### config.mk
export PLATFORM = sky130hd
export DESIGN_NAME = ltile_phy_fabric_param
export DESIGN_NICKNAME = d
export VERILOG_FILES = /design/src/rtl/ltile_fabric_pkg.sv /design/src/rtl/ltile_fle_slice.sv /design/src/rtl/ltile_phy_fabric_param.sv
export SDC_FILE = /design/constraint.sdc
export NUM_CORES = 1
export LEC_CHECK = 0
export ABC_AREA = 1
export BUFFER_PORTS_ARGS = -buffer_cell sky130_fd_sc_hd__buf_4
export CORE_ASPECT_RATIO = 0.75
export CORE_MARGIN = 8
export CORE_UTILIZATION = 55
export DETAILED_ROUTE_END_ITERATION = 8
export GPL_ROUTABILITY_DRIVEN = 0
export PLACE_DENSITY = 0.75
export SLEW_MARGIN = 30
export SYNTH_ARGS = -nofsm -noshare
export SYNTH_HDL_FRONTEND = slang
export SYNTH_SLANG_ARGS = --single-unit
### constraint.sdc
create_clock -name fabric_clk -period 1.5 [get_ports fabric_clk]
set_input_delay 0.225 -clock fabric_clk [delete_from_list [all_inputs] [get_ports fabric_clk]]
set_output_delay 0.225 -clock fabric_clk [all_outputs]
set_load 0.01 [all_outputs]
### src/rtl/ltile_fabric_pkg.sv
// Shared helpers for the parametrised fabric tile: per-slice config width and field offsets.
package ltile_fabric_pkg;

  // Bits per slice: a 2**k-entry LUT mask plus d_sel, out_sel and sr_en.
  function automatic int unsigned cfg_w(input int unsigned k);
    return (32'd1 << k) + 32'd3;
  endfunction

  // LUT_OFS is from the field base; control offsets are from the end of the mask.
  localparam int unsigned LUT_OFS  = 0;
  localparam int unsigned DSEL_OFS = 0;
  localparam int unsigned OSEL_OFS = 1;
  localparam int unsigned SREN_OFS = 2;

endpackage

### src/rtl/ltile_fle_slice.sv
// One fabric slice: K-input LUT, scan-capable FF, D-select and output-select muxes.
module ltile_fle_slice
  import ltile_fabric_pkg::*;
#(
  parameter int unsigned LUT_K = 4
) (
  input  logic                      clk_i,
  input  logic                      rst_i,
  input  logic                      ccff_en_i,
  input  logic                      test_en_i,
  input  logic                      sr_i,
  input  logic [cfg_w(LUT_K)-1:0]   cfg_i,
  input  logic [LUT_K-1:0]          lut_in_i,
  input  logic                      chain_i,
  input  logic                      scan_i,
  output logic                      q_o,
  output logic                      out_o
);

  localparam int unsigned MASK_W = 2 ** LUT_K;

  logic [MASK_W-1:0] mask;
  logic              d_sel;
  logic              out_sel;
  logic              sr_en;
  logic              lut_c;
  logic              ff_d;
  logic              ff_q;

  assign mask    = cfg_i[LUT_OFS +: MASK_W];
  assign d_sel   = cfg_i[MASK_W + DSEL_OFS];
  assign out_sel = cfg_i[MASK_W + OSEL_OFS];
  assign sr_en   = cfg_i[MASK_W + SREN_OFS];
  assign lut_c   = mask[lut_in_i];

  // Configuration freezes the FF, then scan, then clear, then normal data.
  always_comb begin
    ff_d = ff_q;
    if (ccff_en_i) begin
      ff_d = ff_q;
    end else if (test_en_i) begin
      ff_d = scan_i;
    end else if (sr_i && sr_en) begin
      ff_d = 1'b0;
    end else if (d_sel) begin
      ff_d = chain_i;
    end else begin
      ff_d = lut_c;
    end
  end

  always_ff @(posedge clk_i) begin
    if (rst_i) begin
      ff_q <= 1'b0;
    end else begin
      ff_q <= ff_d;
    end
  end

  assign q_o   = ff_q;
  assign out_o = out_sel ? ff_q : lut_c;

endmodule

### src/rtl/ltile_phy_fabric_param.sv
// Parametrised fabric tile: config shift chain with bit counter and done/overrun status,
// NUM_FLE chained slices, and output gating until the bitstream is fully loaded.
module ltile_phy_fabric_param
  import ltile_fabric_pkg::*;
#(
  parameter int unsigned NUM_FLE = 2,
  parameter int unsigned LUT_K   = 4
) (
  input  logic                       fabric_clk,
  input  logic                       Reset,
  input  logic                       Test_en,
  input  logic                       ccff_en,
  input  logic                       ccff_head,
  input  logic [NUM_FLE*LUT_K-1:0]   fabric_in,
  input  logic                       fabric_reg_in,
  input  logic                       fabric_sc_in,
  input  logic                       fabric_sr,
  output logic [NUM_FLE-1:0]         fabric_out,
  output logic                       fabric_reg_out,
  output logic                       fabric_sc_out,
  output logic                       ccff_tail,
  output logic                       cfg_done,
  output logic                       cfg_overrun
);

  localparam int unsigned CFG_W   = cfg_w(LUT_K);
  localparam int unsigned CFG_LEN = NUM_FLE * CFG_W;
  localparam int unsigned CNT_W   = $clog2(CFG_LEN + 1);
  localparam logic [CNT_W-1:0] CNT_FULL = CNT_W'(CFG_LEN);

  logic [CFG_LEN-1:0] cfg_q, cfg_d;
  logic [CNT_W-1:0]   cnt_q, cnt_d;
  logic               ovr_q, ovr_d;
  logic               full;
  logic [NUM_FLE-1:0] slice_q;
  logic [NUM_FLE-1:0] slice_out;

  assign full = (cnt_q == CNT_FULL);

  // Shift chain and saturating bit counter; a shift at full count flags overrun.
  always_comb begin
    cfg_d = cfg_q;
    cnt_d = cnt_q;
    ovr_d = ovr_q;
    if (ccff_en) begin
      cfg_d = {cfg_q[CFG_LEN-2:0], ccff_head};
      if (full) begin
        ovr_d = 1'b1;
      end else begin
        cnt_d = cnt_q + CNT_W'(1);
      end
    end
  end

  always_ff @(posedge fabric_clk) begin
    if (Reset) begin
      cfg_q <= '0;
      cnt_q <= '0;
      ovr_q <= 1'b0;
    end else begin
      cfg_q <= cfg_d;
      cnt_q <= cnt_d;
      ovr_q <= ovr_d;
    end
  end

  for (genvar i = 0; i < NUM_FLE; i++) begin : g_fle
    logic chain;
    logic scan;
    if (i == 0) begin : g_head
      assign chain = fabric_reg_in;
      assign scan  = fabric_sc_in;
    end else begin : g_link
      assign chain = slice_q[i-1];
      assign scan  = slice_q[i-1];
    end

    ltile_fle_slice #(
      .LUT_K(LUT_K)
    ) u_slice (
      .clk_i     (fabric_clk),
      .rst_i     (Reset),
      .ccff_en_i (ccff_en),
      .test_en_i (Test_en),
      .sr_i      (fabric_sr),
      .cfg_i     (cfg_q[i*CFG_W +: CFG_W]),
      .lut_in_i  (fabric_in[i*LUT_K +: LUT_K]),
      .chain_i   (chain),
      .scan_i    (scan),
      .q_o       (slice_q[i]),
      .out_o     (slice_out[i])
    );
  end

  assign cfg_done       = full && !ccff_en;
  assign cfg_overrun    = ovr_q;
  assign ccff_tail      = cfg_q[CFG_LEN-1];
  assign fabric_out     = slice_out & {NUM_FLE{cfg_done}};
  assign fabric_reg_out = slice_q[NUM_FLE-1];
  assign fabric_sc_out  = slice_q[NUM_FLE-1];

endmodule

==> run summary <==
The flow ran to the end, but the final reports show violations. The checks that failed: negative setup slack. In this run the remaining antenna-violating nets after routing total 0. By instance count, the leading cell after synthesis is sky130_fd_sc_hd__dfxtp_1. The total buffers and inverters traversed by the critical path came out at 5. The ratio of total power to cell area came out at 973.2 nW/um2. The clock slew at the register clock pins of the worst setup and hold paths came out at 90 ps. The overall power came out at 2.586 mW.

The tightest slew margin relative to the limit is 0.7845. The signed area change from the synthesized netlist to the final layout is 20.41%. The setup clock skew after layout is 7.876 ps.

The via count of the first global-routing pass came out at 1724. The routed design could run at a clock period as short as 1671 ps. The fraction of final layout cells sized beyond drive strength 1 came out at 0.2972. The async set-reset flop share out of synthesis is 0. The floorplan die area came out at 6317 um2. The kind of cell adding the most delay to the critical path is buffers and inverters. The number of filler instances in the final layout came out at 368. The synthesized netlist occupies a cell area of 2207 um2.

The total inserted antenna cells is 0. The actual transition at the worst max-transition pin came out at 323.3 ps. The signal on the critical path passes through inv_2 > ha_4 > nand4_4 > nor2_4 > buf_4 > buf_4 > buf_4 > buf_6. The deepest clock path buffer count came out at 2.

The height of the die came out at 70.86 um. For this run, the number of Yosys warnings is 0. The final hold violation count came out at 0.

The sink count of the clock tree is 47. The number of slew-limit violations in the final report is 0. The final layout contains 340 nets. On the worst path, the slowest cell contributes a delay of 340 ps. The number of enable flip-flop cells after synthesis is 0. The biggest area contributor in the post-synthesis netlist is sky130_fd_sc_hd__dfxtp_1. The top-level I/O count came out at 23. The distinct cell type count after synthesis is 29. In this design, the critical path's most frequently occurring cell is sky130_fd_sc_hd__buf_4. The slack of the critical path is -170.8 ps.

TritonCTS created 5 clock buffers. The mean post-synth cell area is 7.507 um2. The setup TNS came out at -417.6 ps.

The aggregate routed wire length came out at 4742 um. The maximum clock frequency came out at 598.5 MHz. STA puts the critical path data required time at 1270 ps. Of the available clock period, the critical path in the final layout requires 1.114. The static power due to leakage is 1.158 nW. TritonCTS built the clock tree.

The worst voltage drop across the vdd grid is 0.7101 mV. The final HPWL from detailed placement came out at 3151 um. Setup repair after global routing could not meet its margin everywhere. The multi-input gate area in the final layout is 1071 um2. The via count normalized by instance count is 5.140. The H-tree depth came out at 2.

The detailed-route via count is 1943. The starting utilization of the core area came out at 0.5582. After detailed routing, the number of remaining DRC violations is 0. The post-placement cell count came out at 362. After detailed routing, the average wire length per cell comes to 12.54 um. The register bit count reported by yosys is 47. The detailed router's first-iteration violation count came out at 107.

The startpoint class of the critical path is a register. The die width is 89.15 um. Of all nets on the critical path, the largest fanout is 2. After detailed routing, the met2 layer carries 2122 um of wire. The count of buffers added on input and output ports is 22. For this run, the detailed router's first-pass iteration total came to 5.

The number of setup violations in the final report came out at 3. In the detailed route, the total length drawn on met3 is 232 um. The final non-filler cell total is 378. The wire length on met1 is 2306 um.

After global routing the overflow that remains totals 0. The slowest stage of the critical path belongs to the cell sky130_fd_sc_hd__dfxtp_2. The number of antenna violations at the first check in global routing is 0. The critical path class is register to primary output. The highest layer touched by signal routing is met4. The first global-routing pass estimated 7721 um of wire.

The count of mapped cells out of synthesis is 294. The tool flagged a number of max-cap violations equal to 0. The share of the synthesized area in the top cell type is 0.4263.

STA classifies the critical path endpoint as a primary output. The root buffer cell is sky130_fd_sc_hd__clkbuf_8. Hold timing on the final database bottoms out at a slack of 76.40 ps. The flip-flop cell with the highest count after synthesis is sky130_fd_sc_hd__dfxtp_1. The number of nets handed over by synthesis was 312. The tightest min-delay check is of the input port to register type. For the worst-skew pair, the clock arrives at the later sink with an insertion delay of 310 ps. The area of the core came out at 3954 um2. The critical path data arrival time is 1450 ps. The count of hold-fix buffers inserted at cts came out at 0. By area the synthesized netlist is led by sky130_fd_sc_hd__dfxtp_1 (43%), sky130_fd_sc_hd__a21oi_1 (10%), sky130_fd_sc_hd__o21ai_0 (9.8%). The sequential cell area fraction in the yosys report came out at 0.4263. In the global route stage, overall resource usage came out at 0.1553. By count the netlist is led by sky130_fd_sc_hd__dfxtp_1 (47), sky130_fd_sc_hd__a21oi_1 (44), sky130_fd_sc_hd__inv_1 (43), sky130_fd_sc_hd__o21ai_0 (43), sky130_fd_sc_hd__nand2_1 (35).

Entering global routing, the biggest net connects 46 pins. The register area is 950.9 um2. The initialized floorplan defines 20 standard-cell rows.
[metrics by stage]
step | worst slack (ps) | util | instance area (um2)
after global routing | -236.0 | 0.6722 | 2658
after CTS | -151.7 | 0.6601 | 2610
after floorplan | 102.6 | - | 2207
after global placement | 72.45 | 0.6117 | 2419
final | -170.8 | 0.6722 | 2658
after detailed placement | 51.35 | 0.6117 | 2419
[cell usage in the layout, fill, tap and decap left out]
| cell type | count |
|---|---|
| sky130_fd_sc_hd__o21ai_0 | 43 |
| sky130_fd_sc_hd__a21oi_1 | 42 |
| sky130_fd_sc_hd__dfxtp_1 | 39 |
| sky130_fd_sc_hd__inv_1 | 35 |
| sky130_fd_sc_hd__nand2_1 | 35 |
| sky130_fd_sc_hd__buf_4 | 33 |
| sky130_fd_sc_hd__inv_2 | 12 |
| sky130_fd_sc_hd__nand3_1 | 12 |
| sky130_fd_sc_hd__nand3_2 | 11 |
| sky130_fd_sc_hd__dfxtp_2 | 8 |
| sky130_fd_sc_hd__o21ai_1 | 7 |
| sky130_fd_sc_hd__clkbuf_8 | 7 |
| sky130_fd_sc_hd__nand2_2 | 6 |
| sky130_fd_sc_hd__nor2_1 | 6 |
| sky130_fd_sc_hd__a21oi_2 | 5 |
| sky130_fd_sc_hd__o21ai_2 | 4 |
| sky130_fd_sc_hd__nor2_4 | 2 |
| sky130_fd_sc_hd__buf_6 | 2 |
| sky130_fd_sc_hd__nand4_4 | 1 |
| sky130_fd_sc_hd__nand2_4 | 1 |
| sky130_fd_sc_hd__nor3_2 | 1 |
| sky130_fd_sc_hd__nand4_1 | 1 |
| sky130_fd_sc_hd__nor3b_1 | 1 |
| sky130_fd_sc_hd__nor4_4 | 1 |
| sky130_fd_sc_hd__xor2_1 | 1 |
| sky130_fd_sc_hd__o21a_1 | 1 |
| sky130_fd_sc_hd__a221oi_1 | 1 |
| sky130_fd_sc_hd__a211oi_1 | 1 |
| sky130_fd_sc_hd__ha_4 | 1 |
| sky130_fd_sc_hd__ha_1 | 1 |
| sky130_fd_sc_hd__clkbuf_1 | 1 |
| sky130_fd_sc_hd__buf_12 | 1 |
[where the power goes]
part           total (mW)  internal (mW)  switching, mW
Combinational       0.378          0.155          0.223
Sequential           1.37           1.32         0.0435
Clock               0.841          0.421          0.420
[flip-flops by register name (all words and copies together), names as in the netlist]
| name | count |
|---|---|
| cfg_q | 38 |
| cnt_q | 6 |
| g_fle.u_slice.q_o | 2 |
| cfg_overrun | 1 |
[cell families (layout without fill, tap and decap cells)]
kind of cell               Yosys count  after routing  synth area share
xor gates and xnor gates             1              1          0.003969
and+or+nand+nor                     78             78            0.1905
buffers and inverters               62             91            0.1162
AOI/OAI and AO/OA                  104            104            0.2517
DFF                                 47             47            0.4263
adders and majority gates            2              2           0.01134
[per-layer routing]
| layer | global-route usage | up-vias |
|---|---|---|
| met5 | 0 | - |
| li1 | - | 1029 |
| met1 | 0.1992 | 879 |
| met3 | 0.05208 | 8 |
| met2 | 0.2322 | 27 |
| met4 | 0.06066 | 0 |
[path summary, 6_finish.rpt]
path | start | end | slack [ps] | cells past startpoint
worst min-delay path | Reset | cnt_q[5] | 80 | 2
worst min register to register | cfg_q[5] | cfg_q[6] | 460 | 2
worst max register to register | cnt_q[0] | cnt_q[5] | 10 | 8
worst max-delay path | cnt_q[0] | cfg_done | -170 | 8
[area by class of cell]
class / count / share of cell area
clock buffers: 8 / 0.03766
multi-input cells: 185 / 0.4030
flip-flops and latches: 47 / 0.3578
repair buffers: 36 / 0.1092
well taps: 55 / 0.02589
inverters: 47 / 0.06638
[timing repair]
item / CTS / global route
gates resized for setup: 14 / 16
setup endpoints to repair: 3 / 4
cloned: 0 / 0
endpoints found under the hold margin: 0 / 0
pin swaps: 4 / 8
buffers inserted: 5 / 3
[worst reg2reg max path: cells and delay by family (launching register included)]
family                 cells  cell delay, ps
flip-flops                 1             340
buffers and inverters      4             430
AO/OA/AOI/OAI              1             120
AND/OR/NAND/NOR            2             370
XOR/XNOR                   1             170
Power figures use the tool's default switching activity.
